$ cat src/rtl/rtc_hour_reader_pkg.sv
// -----------------------------------------------------------------------------
// rtc_hour_reader_pkg
//
// Constants and types shared by the RTC hours sequencers:
//   - RTC register address constants. The hours address is shared with the
//     hours-write sequencer.
//   - State encoding of the read sequencer FSM.
//   - Maximum legal BCD hour value (24-hour clock).
//   - Small helper functions used for parameter arithmetic and BCD checks.
// -----------------------------------------------------------------------------
package rtc_hour_reader_pkg;

    // RTC register map
    localparam logic [7:0] RTC_ADDR_HOURS = 8'h23;

    // Largest hours value the RTC may legally return (23h, BCD)
    localparam logic [7:0] RTC_MAX_HOUR   = 8'h23;

    // FSM state encoding
    localparam logic [1:0] ST_IDLE_ENC = 2'd0;
    localparam logic [1:0] ST_ADDR_ENC = 2'd1;
    localparam logic [1:0] ST_READ_ENC = 2'd2;
    localparam logic [1:0] ST_DONE_ENC = 2'd3;

    typedef enum logic [1:0] {
        ST_IDLE = ST_IDLE_ENC,
        ST_ADDR = ST_ADDR_ENC,
        ST_READ = ST_READ_ENC,
        ST_DONE = ST_DONE_ENC
    } rd_state_t;

    // Larger of two integers; used to size the phase counter
    function automatic int max_int(input int a, input int b);
        return (a > b) ? a : b;
    endfunction

    // True when a nibble is a legal BCD digit
    function automatic logic bcd_digit_ok(input logic [3:0] d);
        return (d <= 4'd9);
    endfunction

endpackage : rtc_hour_reader_pkg

$ cat src/rtl/rtc_hour_reader_bcd_hour_check.sv
// -----------------------------------------------------------------------------
// bcd_hour_check
//
// Purely combinational validity check of a BCD hours byte. A byte is valid
// when both nibbles are decimal digits (0..9) and the value does not exceed
// the maximum hour (8'h23).
//
// Ports:
//   i_hour  [7:0]  candidate BCD hours byte
//   o_valid        1 = byte is a legal hour
// -----------------------------------------------------------------------------
module bcd_hour_check
    import rtc_hour_reader_pkg::*;
(
    input  logic [7:0] i_hour,
    output logic       o_valid
);

    logic [1:0] w_digit_ok;

    // One digit check per nibble
    genvar gi;
    generate
        for (gi = 0; gi < 2; gi++) begin : g_digit
            assign w_digit_ok[gi] = bcd_digit_ok(i_hour[gi*4 +: 4]);
        end
    endgenerate

    // With both digits legal, a plain binary compare orders BCD values correctly
    assign o_valid = (&w_digit_ok) && (i_hour <= RTC_MAX_HOUR);

endmodule : bcd_hour_check

$ cat src/rtl/rtc_hour_reader.sv
// -----------------------------------------------------------------------------
// rtc_hour_reader
//
// Read-side sequencer for the RTC multiplexed address/data bus. A start pulse
// (accepted only in IDLE with enable high) launches:
//   ADDR phase (ADDR_CYC cycles): A_D=0, direccion=REG_ADDR, flag_addr=1
//   READ phase (RD_CYC cycles)  : A_D=1, direccion=0,        flag_read=1
//   DONE (1 cycle)              : done pulse, horas updated if accepted
// dato_in is sampled on the last read-phase edge. All outputs are registered.
// Bus arbitration against the hours writer is handled outside this block.
//
// Configuration macro:
//   RTC_HOUR_BCD_CHECK_EN  defined   -> captured byte is validated by
//                                       bcd_hour_check; a rejected byte
//                                       pulses err with done and horas is
//                                       left unchanged.
//                          undefined -> byte always captured, err stays 0.
//
// Ports:
//   clk        clock, rising edge
//   reset      synchronous reset, active low
//   enable     low = synchronous abort back to IDLE (horas retained)
//   start      request one hours read (IDLE only)
//   dato_in    [7:0] read-back data from the RTC bus
//   A_D        0 = address phase, 1 = data phase
//   W_R        always 0 (read)
//   direccion  [7:0] REG_ADDR during the address phase, else 0
//   flag_addr  high during the address phase
//   flag_read  high during the read phase
//   busy       high in ADDR, READ and DONE
//   horas      [7:0] last accepted BCD hours value
//   done       one-cycle completion pulse
//   err        one-cycle pulse with done when the byte was rejected
// -----------------------------------------------------------------------------
module rtc_hour_reader
    import rtc_hour_reader_pkg::*;
#(
    parameter logic [7:0] REG_ADDR = RTC_ADDR_HOURS,
    parameter int         ADDR_CYC = 2,
    parameter int         RD_CYC   = 3
) (
    input  logic       clk,
    input  logic       reset,
    input  logic       enable,
    input  logic       start,
    input  logic [7:0] dato_in,
    output logic       A_D,
    output logic       W_R,
    output logic [7:0] direccion,
    output logic       flag_addr,
    output logic       flag_read,
    output logic       busy,
    output logic [7:0] horas,
    output logic       done,
    output logic       err
);

    localparam int CNT_W = $clog2(max_int(ADDR_CYC, RD_CYC)) + 1;
    localparam logic [CNT_W-1:0] ADDR_LOAD = CNT_W'(ADDR_CYC - 1);
    localparam logic [CNT_W-1:0] RD_LOAD   = CNT_W'(RD_CYC - 1);

    rd_state_t        r_state;
    logic [CNT_W-1:0] r_cnt;
    logic             r_a_d;
    logic [7:0]       r_direccion;
    logic             r_flag_addr;
    logic             r_flag_read;
    logic             r_busy;
    logic [7:0]       r_horas;
    logic             r_done;
    logic             r_err;

    logic             w_accept;

`ifdef RTC_HOUR_BCD_CHECK_EN
    logic w_valid;

    bcd_hour_check u_bcd_hour_check (
        .i_hour  (dato_in),
        .o_valid (w_valid)
    );

    assign w_accept = w_valid;
`else
    assign w_accept = 1'b1;
`endif

    // Single registered FSM; outputs are loaded on the edge that enters each
    // state so they line up with the state for its whole duration.
    always_ff @(posedge clk) begin
        if (!reset) begin
            r_state     <= ST_IDLE;
            r_cnt       <= '0;
            r_a_d       <= 1'b0;
            r_direccion <= 8'h00;
            r_flag_addr <= 1'b0;
            r_flag_read <= 1'b0;
            r_busy      <= 1'b0;
            r_horas     <= 8'h00;
            r_done      <= 1'b0;
            r_err       <= 1'b0;
        end else if (!enable) begin
            // Abort: everything but the last accepted hours value is cleared
            r_state     <= ST_IDLE;
            r_cnt       <= '0;
            r_a_d       <= 1'b0;
            r_direccion <= 8'h00;
            r_flag_addr <= 1'b0;
            r_flag_read <= 1'b0;
            r_busy      <= 1'b0;
            r_done      <= 1'b0;
            r_err       <= 1'b0;
        end else begin
            r_done <= 1'b0;
            r_err  <= 1'b0;
            case (r_state)
                ST_IDLE: begin
                    if (start) begin
                        r_state     <= ST_ADDR;
                        r_cnt       <= ADDR_LOAD;
                        r_a_d       <= 1'b0;
                        r_direccion <= REG_ADDR;
                        r_flag_addr <= 1'b1;
                        r_busy      <= 1'b1;
                    end
                end
                ST_ADDR: begin
                    if (r_cnt == '0) begin
                        r_state     <= ST_READ;
                        r_cnt       <= RD_LOAD;
                        r_a_d       <= 1'b1;
                        r_direccion <= 8'h00;
                        r_flag_addr <= 1'b0;
                        r_flag_read <= 1'b1;
                    end else begin
                        r_cnt <= r_cnt - 1'b1;
                    end
                end
                ST_READ: begin
                    if (r_cnt == '0) begin
                        // Final read-phase edge: capture and report
                        r_state     <= ST_DONE;
                        r_cnt       <= '0;
                        r_a_d       <= 1'b0;
                        r_flag_read <= 1'b0;
                        r_done      <= 1'b1;
                        r_err       <= ~w_accept;
                        if (w_accept) begin
                            r_horas <= dato_in;
                        end
                    end else begin
                        r_cnt <= r_cnt - 1'b1;
                    end
                end
                ST_DONE: begin
                    r_state <= ST_IDLE;
                    r_cnt   <= '0;
                    r_busy  <= 1'b0;
                end
                default: begin
                    r_state     <= ST_IDLE;
                    r_cnt       <= '0;
                    r_a_d       <= 1'b0;
                    r_direccion <= 8'h00;
                    r_flag_addr <= 1'b0;
                    r_flag_read <= 1'b0;
                    r_busy      <= 1'b0;
                end
            endcase
        end
    end

    assign A_D       = r_a_d;
    assign W_R       = 1'b0;
    assign direccion = r_direccion;
    assign flag_addr = r_flag_addr;
    assign flag_read = r_flag_read;
    assign busy      = r_busy;
    assign horas     = r_horas;
    assign done      = r_done;
    assign err       = r_err;

endmodule : rtc_hour_reader

$ cat config.mk
export PLATFORM = sky130hd
export DESIGN_NAME = rtc_hour_reader
export DESIGN_NICKNAME = d
export VERILOG_FILES = /design/src/rtl/rtc_hour_reader_pkg.sv /design/src/rtl/rtc_hour_reader_bcd_hour_check.sv /design/src/rtl/rtc_hour_reader.sv
export SDC_FILE = /design/constraint.sdc
export NUM_CORES = 1
export LEC_CHECK = 0
export CAP_MARGIN = 10
export CORE_ASPECT_RATIO = 1.75
export CORE_MARGIN = 1
export CORE_UTILIZATION = 35
export CTS_BUF_LIST = sky130_fd_sc_hd__clkbuf_4
export DETAILED_ROUTE_END_ITERATION = 8
export PLACE_DENSITY = 0.65
export SKIP_CTS_REPAIR_TIMING = 1
export SLEW_MARGIN = 20
export SYNTH_ARGS = -nofsm -noshare
export SYNTH_HDL_FRONTEND = slang
export SYNTH_SLANG_ARGS = --single-unit
$ cat constraint.sdc
create_clock -name clk -period 1.7 [get_ports clk]
set_clock_uncertainty 0.15 [all_clocks]
set_input_delay 0.51 -clock clk [delete_from_list [all_inputs] [get_ports clk]]
set_output_delay 0.51 -clock clk [all_outputs]
set_load 0.1 [all_outputs]
==> results.md, run 1 <==
* Crit-path cells: buf_12
* Min-delay worst type: flip-flop to flip-flop
* Critical Path Source Type: flip-flop
* Netlist cell types at 30
* Final-report setup violation count at 0
* Starting DRT DRC Count at 10
* CTS Buf Count at 3
* DR WL/cell at 12.8 um
* CTS tree: yes
* FP Rows at 24
* Kind of critical path: flip-flop to primary output
* Vias in the first global route at 770
* Core Region at 2520 sq um
* Crit path max-delay cell type: dfxtp_4
* Clk root buf: clkbuf_4
* N_diodes at 0
* Detail Route Antenna Nets at 0
* Io pins at 35
* Max stage delay on crit path at 440 ps
* Post-synthesis sequential area ratio at 38.5%
* Worst-path maximum fanout at 6
* Hold_ws at 372 ps
* Yosys warns at 0
* Synth Flop Type: dfxtp_1
* DP HPWL at 1630 um
* CP top delay family: flip-flops
* I/O Buffers at 27
* Final nets at 152
* Post-synth EDFFs at 0
* Pin count of the biggest net entering global routing at 11
* Synth top cells by count: dfxtp_1, a21oi_1, buf_4, nand3_1, o21ai_1
* Fin crit period at 1590 ps
* Worst R2R Setup Slack at 120 ps
* Global route total overflow at 0
* Synth async-reset ratio at 0%
* Max-cap violation count at 0
* DIE WIDTH at 41.1 um
* Total Wirelength at 2050 um
* Run status: finished clean
* Setup TNS at 0 ps
* Worst skew pair latency at 300 ps
* Leakage at 0.522 nW
* Multi-input logic area at 485 sq um
* Worst endpoint data arrival time at 930 ps
* H-tree level count at 1
* Int Pwr at 0.605 mW
* CP bufs+invs at 1
* Vias per cell at 5.19
* Cell taking the most area after synthesis: dfxtp_1
* Pins Over Slew Limit at 0
* Reg clk slew, reported paths at 100 ps
* Power per Cell Area at 684 nW/um^2
* Combinational share of power at 29.9%
* Register Area at 364 sq um
* Most common cell in the netlist: dfxtp_1
* Clock share of power at 22.9%
* Drc violations at 0
* Worst VDD drop at 0.451 mV
* Yosys top cell area share at 38.5%
* First-pass GRT wire length at 3260 um
* Clk buf depth at 2
* Synth Register Bits at 18
* RSZ-0062 raised after global routing: no
* Synth area leaders: dfxtp_1, buf_4, ha_1
* Die area at 2900 sq um
* NetSw at 0.337 mW
* First-pass detailed-route iteration total at 2
* Hold Fails Final Rpt at 0
* Clk sinks at 18
* Final RePlAce weighted congestion at 0.791
* CP required at 1040 ps
* Overall routing resource usage at 15.7%
* Synthesized area at 937 sq um
* Fillers at 232
* P&R area growth vs syn at 46.9%
* Fmax at 631 MHz
* CP Capture Type: primary output
* Switching part of the total at 35.8%
* Cells after Synth at 108
* Flop pwr share at 47.2%
* Part of the cycle the worst path needs at 93.3%
* Initial antenna violation count at 0
* Vias at 831
* Synthesized area per cell at 8.68 sq um
* Final Total Pwr at 0.942 mW
* Share of layout cells above drive strength 1 at 20.9%
* Initial Utilization at 37.2%
* Die Ht at 70.5 um
[final timing paths]
path | startpoint | endpoint | cells past startpoint
worst max-delay path | direccion[1]$_SDFFE_PP0P_ | direccion[1] | 1
worst min-delay path | A_D$_SDFFE_PP0P_ | A_D$_SDFFE_PP0P_ | 2
worst max register to register | r_state[1]$_SDFFE_PP0P_ | A_D$_SDFFE_PP0P_ | 5
worst min register to register | A_D$_SDFFE_PP0P_ | A_D$_SDFFE_PP0P_ | 2
[stage by stage]
step           utilization [%]  setup WS (ps)  instance area (sq um)  cells
6_report                  54.6            115                   1380    160
3_5_place_dp              53.1           -161                   1340    156
2_1_floorplan                -            102                    963    114
5_1_grt                   54.6           23.3                   1380    160
3_3_place_gp              53.1           -108                   1340    156
4_1_cts                   54.1           56.9                   1370    160
[logic make-up after synthesis]
| logic type | after synthesis | share of synthesized area [%] |
|---|---|---|
| DFF | 18 | 38.5 |
| adders and majority gates | 5 | 6.68 |
| AOI/OAI and AO/OA | 39 | 25.6 |
| buffers and inverters | 18 | 13.4 |
| and+or+nand+nor | 27 | 15.5 |
| other | 1 | 0.400 |
[sequential cells by signal (all words and copies together) (netlist names)]
signal     cells
flag_read      1
r_cnt          3
direccion      1
busy           1
done           1
r_state        2
horas          8
A_D            1
[layer usage]
layer  GRT usage (%)  part of all wire [%]  vias to the layer above
li1                -                     -                      420
met2            28.6                    55                       24
met1            15.3                    38                      383
met5               0                     0                        -
met3            2.22                   5.5                        4
met4            7.53                   1.7                        0
[cell type report]
cell class              instances  area share, %
clock buffers                   3           1.64
clock inverters                 1          0.273
repair buffers                 30           32.9
well taps                      26           2.36
inverters                       4           1.09
multi-input cells              78           35.3
flip-flops and latches         18           26.5
[power by group through the flow]
stage          Combinational (mW)  Clock (mW)  Sequential [mW]
2_1_floorplan               0.182           0            0.484
3_3_place_gp                0.278           0            0.455
3_5_place_dp                0.279           0            0.455
4_1_cts                     0.280       0.223            0.445
5_1_grt                     0.295       0.246            0.447
6_report                    0.282       0.215            0.445
[placed cells by master, fill, tap and decap left out, drive strengths merged]
| cell type | n |
|---|---|
| clkinv | 1 |
| nand2 | 4 |
| inv | 4 |
| nor3 | 2 |
| conb | 7 |
| or2 | 1 |
| and3 | 1 |
| a211oi | 1 |
| nand2b | 1 |
| nor2b | 1 |
| o32a | 1 |
| nor2 | 1 |
| o21ai | 14 |
| nor4 | 1 |
| o31ai | 1 |
| or3 | 1 |
| o21ba | 1 |
| nand3 | 11 |
| clkbuf | 3 |
| nand4 | 1 |
| clkdlybuf4s50 | 11 |
| dfxtp | 18 |
| o22ai | 1 |
| a21oi | 11 |
| a21boi | 8 |
| ha | 5 |
| and2 | 2 |
| buf | 19 |
| o32ai | 1 |
(Power assumes the default switching activity.)
==> run 2: changes to the inputs <==
==> constraint.sdc (replaced) <==
create_clock -name clk -period 1.7 [get_ports clk]
set_clock_uncertainty 0.15 [all_clocks]
set_input_delay 0.255 -clock clk [delete_from_list [all_inputs] [get_ports clk]]
set_output_delay 0.255 -clock clk [all_outputs]
set_load 0.1 [all_outputs]
==> results.md, run 2 (same netlist as run 1, synthesis figures left out) <==
* Overall routing resource usage at 15.7%
* I/O Buffers at 27
* DIE WIDTH at 41.1 um
* Leakage at 0.517 nW
* Kind of critical path: flip-flop to flip-flop
* Total Wirelength at 2130 um
* Part of the cycle the worst path needs at 95.2%
* WL met2 at 1200 um
* Pin count of the biggest net entering global routing at 10
* Run status: finished clean
* DP HPWL at 1700 um
* CTS tree: yes
* Final RePlAce weighted congestion at 0.847
* Max reg flops at 8
* Fmax at 618 MHz
* Drc violations at 0
* Initial Utilization at 37.2%
* Worst endpoint data arrival time at 1650 ps
* Setup TNS at 0 ps
* Final-report setup violation count at 0
* First-pass detailed-route iteration total at 4
* Final nets at 152
* FP Rows at 24
* Max-cap violation count at 0
* CTS Buf Count at 3
* Met1 Wirelength at 759 um
* First-pass GRT wire length at 3220 um
* Initial antenna violation count at 0
* Reg clk slew, reported paths at 90 ps
* Critical Path Source Type: flip-flop
* Clk root buf: clkbuf_4
* Pins Over Slew Limit at 0
* Core Region at 2520 sq um
* Worst-path maximum fanout at 6
* P&R area growth vs syn at 45.3%
* Die Ht at 70.5 um
* Io pins at 35
* Fin cells at 159
* RSZ-0062 raised after global routing: no
* Fillers at 237
* Commonest non-fill, non-tap cell in the layout: dfxtp_1
* DP Cell Count at 156
* Vias per cell at 5.30
* Clk buf depth at 2
* Max layer used: met4
* N_diodes at 0
* Vias in the first global route at 764
* Min-delay worst type: input port to flip-flop
* Worst skew pair latency at 290 ps
* Power per Cell Area at 685 nW/um^2
* CP required at 1740 ps
* Vias at 842
* Most frequent cells in the layout: dfxtp_1, buf_12
* Global route total overflow at 0
* Worst VDD drop at 0.475 mV
* Hold Fails Final Rpt at 0
* WL met3 at 106 um
* Share of layout cells above drive strength 1 at 19.5%
* CP Capture Type: flip-flop
* H-tree level count at 1
* Detail Route Antenna Nets at 0
* Starting DRT DRC Count at 14
* DR WL/cell at 13.4 um
* Fin crit period at 1620 ps
* Clk sinks at 18
* Die area at 2900 sq um
==> run 2: cell count changes in the layout (fill, tap and decap cells not counted), sizes merged <==
cell    previous run  this run
clkinv             1         0
==> run 2: layout make-up <==
cell class	count	area [sq um]	area share, %
inverter	4	15.0	1.10
tap	26	32.5	2.39
clock buffer	3	22.5	1.65
timing repair buffer	30	453	33.3
multi-input combinational	78	477	35.0
sequential	18	362	26.6
==> run 2: path summary, 6_finish.rpt <==
path	slack (ps)	cells past startpoint	start	end
worst max-delay path	80	6	r_state[0]$_SDFFE_PP0P_	A_D$_SDFFE_PP0P_
worst min-delay path	360	3	dato_in[3]	horas[3]$_SDFFE_PN0P_
worst max register to register	80	6	r_state[0]$_SDFFE_PP0P_	A_D$_SDFFE_PP0P_
worst min register to register	370	2	horas[5]$_SDFFE_PN0P_	horas[5]$_SDFFE_PN0P_
==> run 2: metal layers <==
metal	GRT usage [%]	up-vias
li1	-	419
met1	13.8	384
met2	28.1	33
met3	3.81	6
met4	9.32	0
met5	0	-
==> run 2: per-stage QoR <==
step           power (mW)  area (sq um)  hold WS [ps]  util, %  worst slack, ps
2_1_floorplan       0.667           961           252        -              233
3_3_place_gp        0.733          1340           349     53.0              142
3_5_place_dp        0.736          1340           364     53.0             75.2
4_1_cts             0.944          1360           356     53.9             67.7
5_1_grt             0.986          1360           363     54.0            0.343
6_report            0.932          1360           363     54.0             81.7
==> run 2: where the power goes <==
part / internal (mW) / switching (mW) / total [mW]
logic: 0.0885 / 0.194 / 0.282
clock network: 0.0826 / 0.121 / 0.204
registers: 0.431 / 0.0149 / 0.446
==> run 2: worst max-delay path: stages (launching register included) <==
cell and delay [ps]:
dfxtp_1 400, inv_1 110, ha_1 270, nor2b_1 150
buf_4 160, o31ai_2 190, a21oi_1 90
